[src/rtl/range_tracker_pkg.sv]
// range_tracker_pkg: shared FSM/error types and the mode-aware compare helper
// Imported by range_channel and range_tracker_multi.
package range_tracker_pkg;
  typedef enum logic {IDLE, ACTIVE} state_t;
  typedef enum logic [1:0] {ERR_NONE, ERR_GO_FINISH, ERR_FINISH_IDLE, ERR_EMPTY} err_t;
  // a < b from the operand MSBs and the unsigned result; in signed mode
  // differing MSBs alone decide, the negative operand being the smaller
  function automatic logic less_than(input logic sgn, input logic a_msb, input logic b_msb, input logic ult);
    return (sgn && a_msb != b_msb) ? a_msb : ult;
  endfunction
endpackage

[src/rtl/range_tracker_multi_if.sv]
// range_tracker_multi_if: sample/control/result bundle of the range tracker
// master drives samples and go/finish and reads results; slave is the tracker.
interface range_tracker_multi_if #(
  parameter int WIDTH = 16,
  parameter int CHANNELS = 4,
  parameter int CNT_WIDTH = 8
);
  logic [CHANNELS*WIDTH-1:0] data_in;
  logic [CHANNELS-1:0] data_valid;
  logic signed_mode;
  logic go;
  logic finish;
  logic busy;
  logic done;
  logic [CHANNELS*WIDTH-1:0] min_out;
  logic [CHANNELS*WIDTH-1:0] max_out;
  logic [CHANNELS*WIDTH-1:0] range_out;
  logic [CHANNELS*CNT_WIDTH-1:0] count_out;
  logic [CHANNELS-1:0] count_sat;
  logic [1:0] err_code;
  modport master (
    output data_in, data_valid, signed_mode, go, finish,
    input busy, done, min_out, max_out, range_out, count_out, count_sat, err_code
  );
  modport slave (
    input data_in, data_valid, signed_mode, go, finish,
    output busy, done, min_out, max_out, range_out, count_out, count_sat, err_code
  );
endinterface

[src/rtl/range_channel.sv]
// range_channel: working min/max/count/saturation for one channel
// Ports: clock, reset_n (async low); clear starts a fresh window this cycle,
// accept takes sample this cycle, signed_mode selects the compare.
// Outputs are the post-edge (next) working stats so the top can latch a
// sample arriving on the closing cycle together with the update.
module range_channel #(
  parameter int WIDTH = 16,
  parameter int CNT_WIDTH = 8
) (
  input  logic clock,
  input  logic reset_n,
  input  logic clear,
  input  logic accept,
  input  logic signed_mode,
  input  logic [WIDTH-1:0] sample,
  output logic [WIDTH-1:0] min_nx,
  output logic [WIDTH-1:0] max_nx,
  output logic [CNT_WIDTH-1:0] cnt_nx,
  output logic sat_nx
);
  import range_tracker_pkg::*;
  logic [WIDTH-1:0] min_q, max_q, min_b, max_b;
  logic [CNT_WIDTH-1:0] cnt_q, cnt_b;
  logic sat_q, sat_b, first;
  always_comb begin
    min_b = clear ? '0 : min_q;
    max_b = clear ? '0 : max_q;
    cnt_b = clear ? '0 : cnt_q;
    sat_b = clear ? 1'b0 : sat_q;
    first = cnt_b == '0;
    min_nx = accept && (first || less_than(signed_mode, sample[WIDTH-1], min_b[WIDTH-1], sample < min_b)) ? sample : min_b;
    max_nx = accept && (first || less_than(signed_mode, max_b[WIDTH-1], sample[WIDTH-1], max_b < sample)) ? sample : max_b;
    cnt_nx = accept && cnt_b != '1 ? cnt_b + 1'b1 : cnt_b;
    sat_nx = sat_b | (&cnt_nx);
  end
  always_ff @(posedge clock or negedge reset_n)
    if (!reset_n) begin
      min_q <= '0;
      max_q <= '0;
      cnt_q <= '0;
      sat_q <= 1'b0;
    end else begin
      min_q <= min_nx;
      max_q <= max_nx;
      cnt_q <= cnt_nx;
      sat_q <= sat_nx;
    end
endmodule

[src/rtl/range_tracker_multi.sv]
// range_tracker_multi: per-channel min/max/range/count over a go/finish window
// Ports: clock, reset_n (async low), bus (slave modport of
// range_tracker_multi_if: samples, go/finish/signed_mode in; busy, done pulse,
// latched results, count_sat and err_code out).
module range_tracker_multi #(
  parameter int WIDTH = 16,
  parameter int CHANNELS = 4,
  parameter int CNT_WIDTH = 8
) (
  input logic clock,
  input logic reset_n,
  range_tracker_multi_if.slave bus
);
  import range_tracker_pkg::*;
  state_t state_q, state_d;
  err_t err_q, err_d;
  logic mode_q, open, close, acc_en, empty, done_r;
  logic [CHANNELS-1:0][WIDTH-1:0] mn, mx, min_r, max_r, rng_r;
  logic [CHANNELS-1:0][CNT_WIDTH-1:0] cn, cnt_r;
  logic [CHANNELS-1:0] st, sat_r;
  for (genvar k = 0; k < CHANNELS; k++) begin : g_ch
    range_channel #(.WIDTH(WIDTH), .CNT_WIDTH(CNT_WIDTH)) u_ch (
      .clock(clock),
      .reset_n(reset_n),
      .clear(open),
      .accept(acc_en & bus.data_valid[k]),
      .signed_mode(mode_q),
      .sample(bus.data_in[k*WIDTH +: WIDTH]),
      .min_nx(mn[k]),
      .max_nx(mx[k]),
      .cnt_nx(cn[k]),
      .sat_nx(st[k])
    );
  end
  // samples are taken while the window opens, runs or closes; an abort
  // (go with finish) takes nothing
  always_comb begin
    open = bus.go & ~bus.finish;
    close = ~bus.go & bus.finish & (state_q == ACTIVE);
    acc_en = bus.go ? ~bus.finish : state_q == ACTIVE;
    empty = 1'b0;
    for (int i = 0; i < CHANNELS; i++) empty = empty | (cn[i] == '0);
    state_d = open ? ACTIVE : bus.finish ? IDLE : state_q;
    err_d = open ? ERR_NONE : bus.go ? ERR_GO_FINISH : !bus.finish ? err_q :
            state_q == IDLE ? ERR_FINISH_IDLE : empty ? ERR_EMPTY : err_q;
  end
  always_ff @(posedge clock or negedge reset_n)
    if (!reset_n) begin
      state_q <= IDLE;
      err_q <= ERR_NONE;
      mode_q <= 1'b0;
    end else begin
      state_q <= state_d;
      err_q <= err_d;
      if (open) mode_q <= bus.signed_mode;
    end
  // an empty channel's working stats are still at their cleared zero, so
  // latching them directly yields the all-zero result
  always_ff @(posedge clock or negedge reset_n)
    if (!reset_n) begin
      done_r <= 1'b0;
      min_r <= '0;
      max_r <= '0;
      rng_r <= '0;
      cnt_r <= '0;
      sat_r <= '0;
    end else begin
      done_r <= close;
      if (close) begin
        min_r <= mn;
        max_r <= mx;
        cnt_r <= cn;
        sat_r <= st;
        for (int i = 0; i < CHANNELS; i++) rng_r[i] <= mx[i] - mn[i];
      end
    end
  assign bus.busy = state_q == ACTIVE;
  assign bus.done = done_r;
  assign bus.min_out = min_r;
  assign bus.max_out = max_r;
  assign bus.range_out = rng_r;
  assign bus.count_out = cnt_r;
  assign bus.count_sat = sat_r;
  assign bus.err_code = err_q;
endmodule

[src/flat_wrapper.sv]
// flat-port wrapper written by rule: the top's interface ports become plain ports
module range_tracker_multi_flat import range_tracker_pkg::*;
#(
  parameter int WIDTH = 16,
  parameter int CHANNELS = 4,
  parameter int CNT_WIDTH = 8
)
  (clock, reset_n, bus_data_in, bus_data_valid, bus_signed_mode, bus_go, bus_finish, bus_busy, bus_done, bus_min_out, bus_max_out, bus_range_out, bus_count_out, bus_count_sat, bus_err_code);
  range_tracker_multi_if #(.WIDTH(WIDTH), .CHANNELS(CHANNELS), .CNT_WIDTH(CNT_WIDTH)) bus_i ();
  input logic clock;
  input logic reset_n;
  input wire logic [$bits(bus_i.data_in)-1:0] bus_data_in;
  input wire logic [$bits(bus_i.data_valid)-1:0] bus_data_valid;
  input wire logic [$bits(bus_i.signed_mode)-1:0] bus_signed_mode;
  input wire logic [$bits(bus_i.go)-1:0] bus_go;
  input wire logic [$bits(bus_i.finish)-1:0] bus_finish;
  output wire logic [$bits(bus_i.busy)-1:0] bus_busy;
  output wire logic [$bits(bus_i.done)-1:0] bus_done;
  output wire logic [$bits(bus_i.min_out)-1:0] bus_min_out;
  output wire logic [$bits(bus_i.max_out)-1:0] bus_max_out;
  output wire logic [$bits(bus_i.range_out)-1:0] bus_range_out;
  output wire logic [$bits(bus_i.count_out)-1:0] bus_count_out;
  output wire logic [$bits(bus_i.count_sat)-1:0] bus_count_sat;
  output wire logic [$bits(bus_i.err_code)-1:0] bus_err_code;
  assign bus_i.data_in = bus_data_in;
  assign bus_i.data_valid = bus_data_valid;
  assign bus_i.signed_mode = bus_signed_mode;
  assign bus_i.go = bus_go;
  assign bus_i.finish = bus_finish;
  assign bus_busy = bus_i.busy;
  assign bus_done = bus_i.done;
  assign bus_min_out = bus_i.min_out;
  assign bus_max_out = bus_i.max_out;
  assign bus_range_out = bus_i.range_out;
  assign bus_count_out = bus_i.count_out;
  assign bus_count_sat = bus_i.count_sat;
  assign bus_err_code = bus_i.err_code;
  range_tracker_multi #(.WIDTH(WIDTH), .CHANNELS(CHANNELS), .CNT_WIDTH(CNT_WIDTH)) u_core (.clock(clock), .reset_n(reset_n), .bus(bus_i));
endmodule
[config.mk]
export PLATFORM = sky130hd
export DESIGN_NAME = range_tracker_multi_flat
export DESIGN_NICKNAME = d
export VERILOG_FILES = /design/src/rtl/range_tracker_pkg.sv /design/src/rtl/range_tracker_multi_if.sv /design/src/rtl/range_channel.sv /design/src/rtl/range_tracker_multi.sv /design/src/flat_wrapper.sv
export SDC_FILE = /design/constraint.sdc
export NUM_CORES = 1
export LEC_CHECK = 0
export ABC_AREA = 0
export CAP_MARGIN = 20
export CORE_MARGIN = 5
export CORE_UTILIZATION = 40
export DETAILED_ROUTE_END_ITERATION = 8
export PLACE_DENSITY_LB_ADDON = 0.15
export SYNTH_ARGS = -nofsm -noshare
export SYNTH_HDL_FRONTEND = slang
export SYNTH_SLANG_ARGS = --single-unit
[constraint.sdc]
create_clock -name clock -period 11.1 [get_ports clock]
set_input_delay 2.22 -clock clock [delete_from_list [all_inputs] [get_ports clock]]
set_output_delay 2.22 -clock clock [all_outputs]
set_load 0.01 [all_outputs]
==> flow_summary_export.csv <==
group,metric,value,unit
yosys,synth-seq-area-share,0.436,
routing,detail-route-antenna-nets,0,
finish,layout-drive-gt1-share,0.0631,
place,gp_congestion,0.894,
cts,cts-root-buf,"clkbuf_16",
routing,avgViaCountPerCell,5.36,
place,port_buffers,304,
place,dp_hpwl,51500,um
cts,clock_latency,580,ps
yosys,synth-edff-count,0,
sta,finalSetupViolCount,0,
yosys,synthCells,2599,
setup_path,crit_type,"in -> reg",
routing,wl,69800,um
sta,rsz0062_at_grt,"false",
floorplan,io_pins,305,
power_and_ir_drop,pwr_density_cell,223,nW/um^2
global_route,use_met2,0.366,
setup_path,max_stage_delay,840,ps
routing,vias,19600,
yosys,syn_area,22800,sq um
sta,maxSlewHeadroom,0.280,
finish,fin_nets,3086,
global_route,track_usage,0.218,
floorplan,initial_core_util,0.404,
worst_hold_path,hold_path.class,"reg -> reg",
sta,hold_viol,0,
sta,fmax,117,MHz
yosys,async_reset_ff_frac,1.00,
yosys,synth.avg_cell_area,8.76,sq um
outcome,outcome,"complete, no violations",
cts,cts_resized,0,
routing,wire_per_inst,19.1,um
global_route,grt-ovfl-total,0,
sta,finalCriticalPeriod,8580,ps
power_and_ir_drop,ir_drop,0.000108,V
power_and_ir_drop,cellLeakagePower,13.4,nW
sta,worst_pin_slew,1070,ps
cts,htree_levels,2,
cts,clk_pin_slew,60,ps
yosys,ys.flop_type,"dfrtp_1",
global_route,grt_max_degree,232,
setup_path,slowest_stage,"a41oi_1",
floorplan,die_width,249,um
finish,areaGrowthSynthToFinish,24.1,%
cts,cts_made_buffers,47,
sta,finClkSkew,17.2,ps
floorplan,rows,87,
cts,cts_tree,"done",
sta,drv_slew,0,
global_route,antenna_found_initial,6,
floorplan,coreArea,56400,sq um
global_route,met1_usage,0.289,
setup_path,startpoint_type,"input port",
global_route,use_met3,0.0391,
routing,firstDrtPassIters,6,
floorplan,die_area,61800,sq um
cts,cts_sinks,397,
global_route,grt_pass1_vias,19800,
floorplan,fp.dieH,249,um
setup_path,required,11530,ps
sta,tns,0,ps
yosys,ys_types,98,
run,drv_cap,0,
setup_path,crit_fanout,47,
global_route,grt_pass1_wl,111000,um
worst_hold_path,holdPathStages,2,
place,dpl_cell_area,26500,sq um
setup_path,ff2ff_path_depth,19,
setup_path,cp_data_arrival_time,9010,ps
sta,period_share,0.773,
yosys,ys_ff_latch,397,
setup_path,endpoint_kind,"flip-flop",
cts,cts_buffer_depth,3,
cts,hold_buffers,0,
finish,final_cell_area,28200,sq um
routing,drc_errors,0,
routing,drtIter0Drc,1173,
yosys,syn_nets,2820,
cts,post-cts-setup-buffer-count,0,
yosys,yosysWarnings,0,
global_route,grt.busiest_layer,"met2",
## cells in the final DEF (no fill, tap or decap), types with 11 or more instances in the layout
cell             count
xor2_1              36
bufinv_16           11
xnor2_1             76
a211oi_1            17
nand2_1            560
dfrtp_1            397
o211ai_1            16
and2_1              41
a21o_1              24
ha_1               144
clkbuf_16           48
a21oi_1            130
and3_1              13
a221oi_1            13
inv_1              199
clkdlybuf4s50_1    303
mux2i_1             11
mux2_2              29
o21ai_0            210
buf_4               17
nor3_1              21
o21ai_1             33
nor2_1             159
maj3_1              17
nor4_1              13
o21a_1              21
nand3_1             48
nand4_1             40
a31oi_1             21
## synthesized netlist by cell type, types with 21 or more instances
cell      number  share of area
nand2_1      561          0.093
dfrtp_1      397           0.44
o21ai_0      210          0.046
inv_1        199          0.033
nor2_1       160          0.026
ha_1         144          0.079
a21oi_1      131          0.029
xnor2_1       76          0.029
clkbuf_1      64          0.011
nand3_1       48          0.011
and2_1        41          0.011
nand4_1       40          0.011
xor2_1        36          0.014
o21ai_1       33         0.0073
mux2_2        29          0.014
a21o_1        24         0.0079
a31oi_1       21         0.0058
nor3_1        21         0.0046
o21a_1        21         0.0069
## power by group
part | switching, mW | internal, mW
Combinational | 1.42 | 1.14
Clock | 0.637 | 1.09
Sequential | 0.206 | 1.81
## through the flow
| stage | hold WS [ps] | worst slack, ps | std cells | power (mW) | utilization |
|---|---|---|---|---|---|
| finish | 474 | 2520 | 3659 | 6.30 | 0.501 |
| global route | 496 | 2090 | 3658 | 6.70 | 0.501 |
| CTS | 481 | 2670 | 3657 | 6.37 | 0.501 |
| detailed placement | 463 | 2030 | 3572 | 4.60 | 0.470 |
| global placement | 454 | 2090 | 3572 | 4.57 | 0.470 |
| floorplan | 440 | 1420 | 2599 | 3.50 | - |
## final timing paths
check                                              from                  endpoint  slack (ps)
min reg2reg                       u_core.bus.max_out[9]     u_core.bus.max_out[9]         470
max in group asynchronous                       reset_n  u_core.bus.range_out[40]        7050
max                                          bus_finish  u_core.bus.range_out[31]        2520
min                               u_core.bus.max_out[9]     u_core.bus.max_out[9]         470
min in group asynchronous                       reset_n    u_core.bus.max_out[57]        1670
max reg2reg                u_core.g_ch[1].u_ch.cnt_q[5]  u_core.bus.range_out[31]        4970
## sequential cells by signal (all words and copies together), names as in the netlist, 2 cells and up
name and cells:
u_core.g_ch.u_ch.min_q 64, u_core.g_ch.u_ch.cnt_q 32, u_core.bus.min_out 64, u_core.bus.count_sat 4, u_core.bus.max_out 64, u_core.g_ch.u_ch.max_q 64, u_core.bus.range_out 64, u_core.bus.count_out 32
u_core.g_ch.u_ch.sat_q 4, u_core.bus.err_code 2
## kinds of logic after synthesis
| group | after synthesis | share of synthesized area |
|---|---|---|
| buffers and inverters | 311 | 0.0542 |
| multiplexers | 41 | 0.0198 |
| AO/OA/AOI/OAI | 617 | 0.173 |
| adder cells (fa/ha/maj) | 168 | 0.0916 |
| AND/OR/NAND/NOR | 953 | 0.182 |
| XOR/XNOR | 112 | 0.0431 |
| flip-flops | 397 | 0.436 |
## final cells by class
class / instances / area, sq um
Fill cell: 5405 / 28100
Multi-Input combinational cell: 1891 / 11600
Sequential cell: 397 / 9930
Timing Repair Buffer: 324 / 3240
Clock buffer: 59 / 1300
Tap cell: 756 / 946
Inverter: 204 / 768
Clock inverter: 26 / 429
Antenna cell: 2 / 5.00
## critical path: cells and delay by family
| kind | cells | cell delay (ps) |
|---|---|---|
| buffers and inverters | 3 | 870 |
| XOR/XNOR | 1 | 160 |
| AO/OA/AOI/OAI | 14 | 3640 |
| AND/OR/NAND/NOR | 5 | 1550 |
| adder cells (fa/ha/maj) | 2 | 500 |
## per-layer routing
layer  routed length (um)  share of wire
met2                32900           0.47
met3                 3470          0.050
met5                   53        0.00076
met4                 2270          0.033
met1                31100           0.45
No activity file was read; power rests on OpenSTA's default activity.
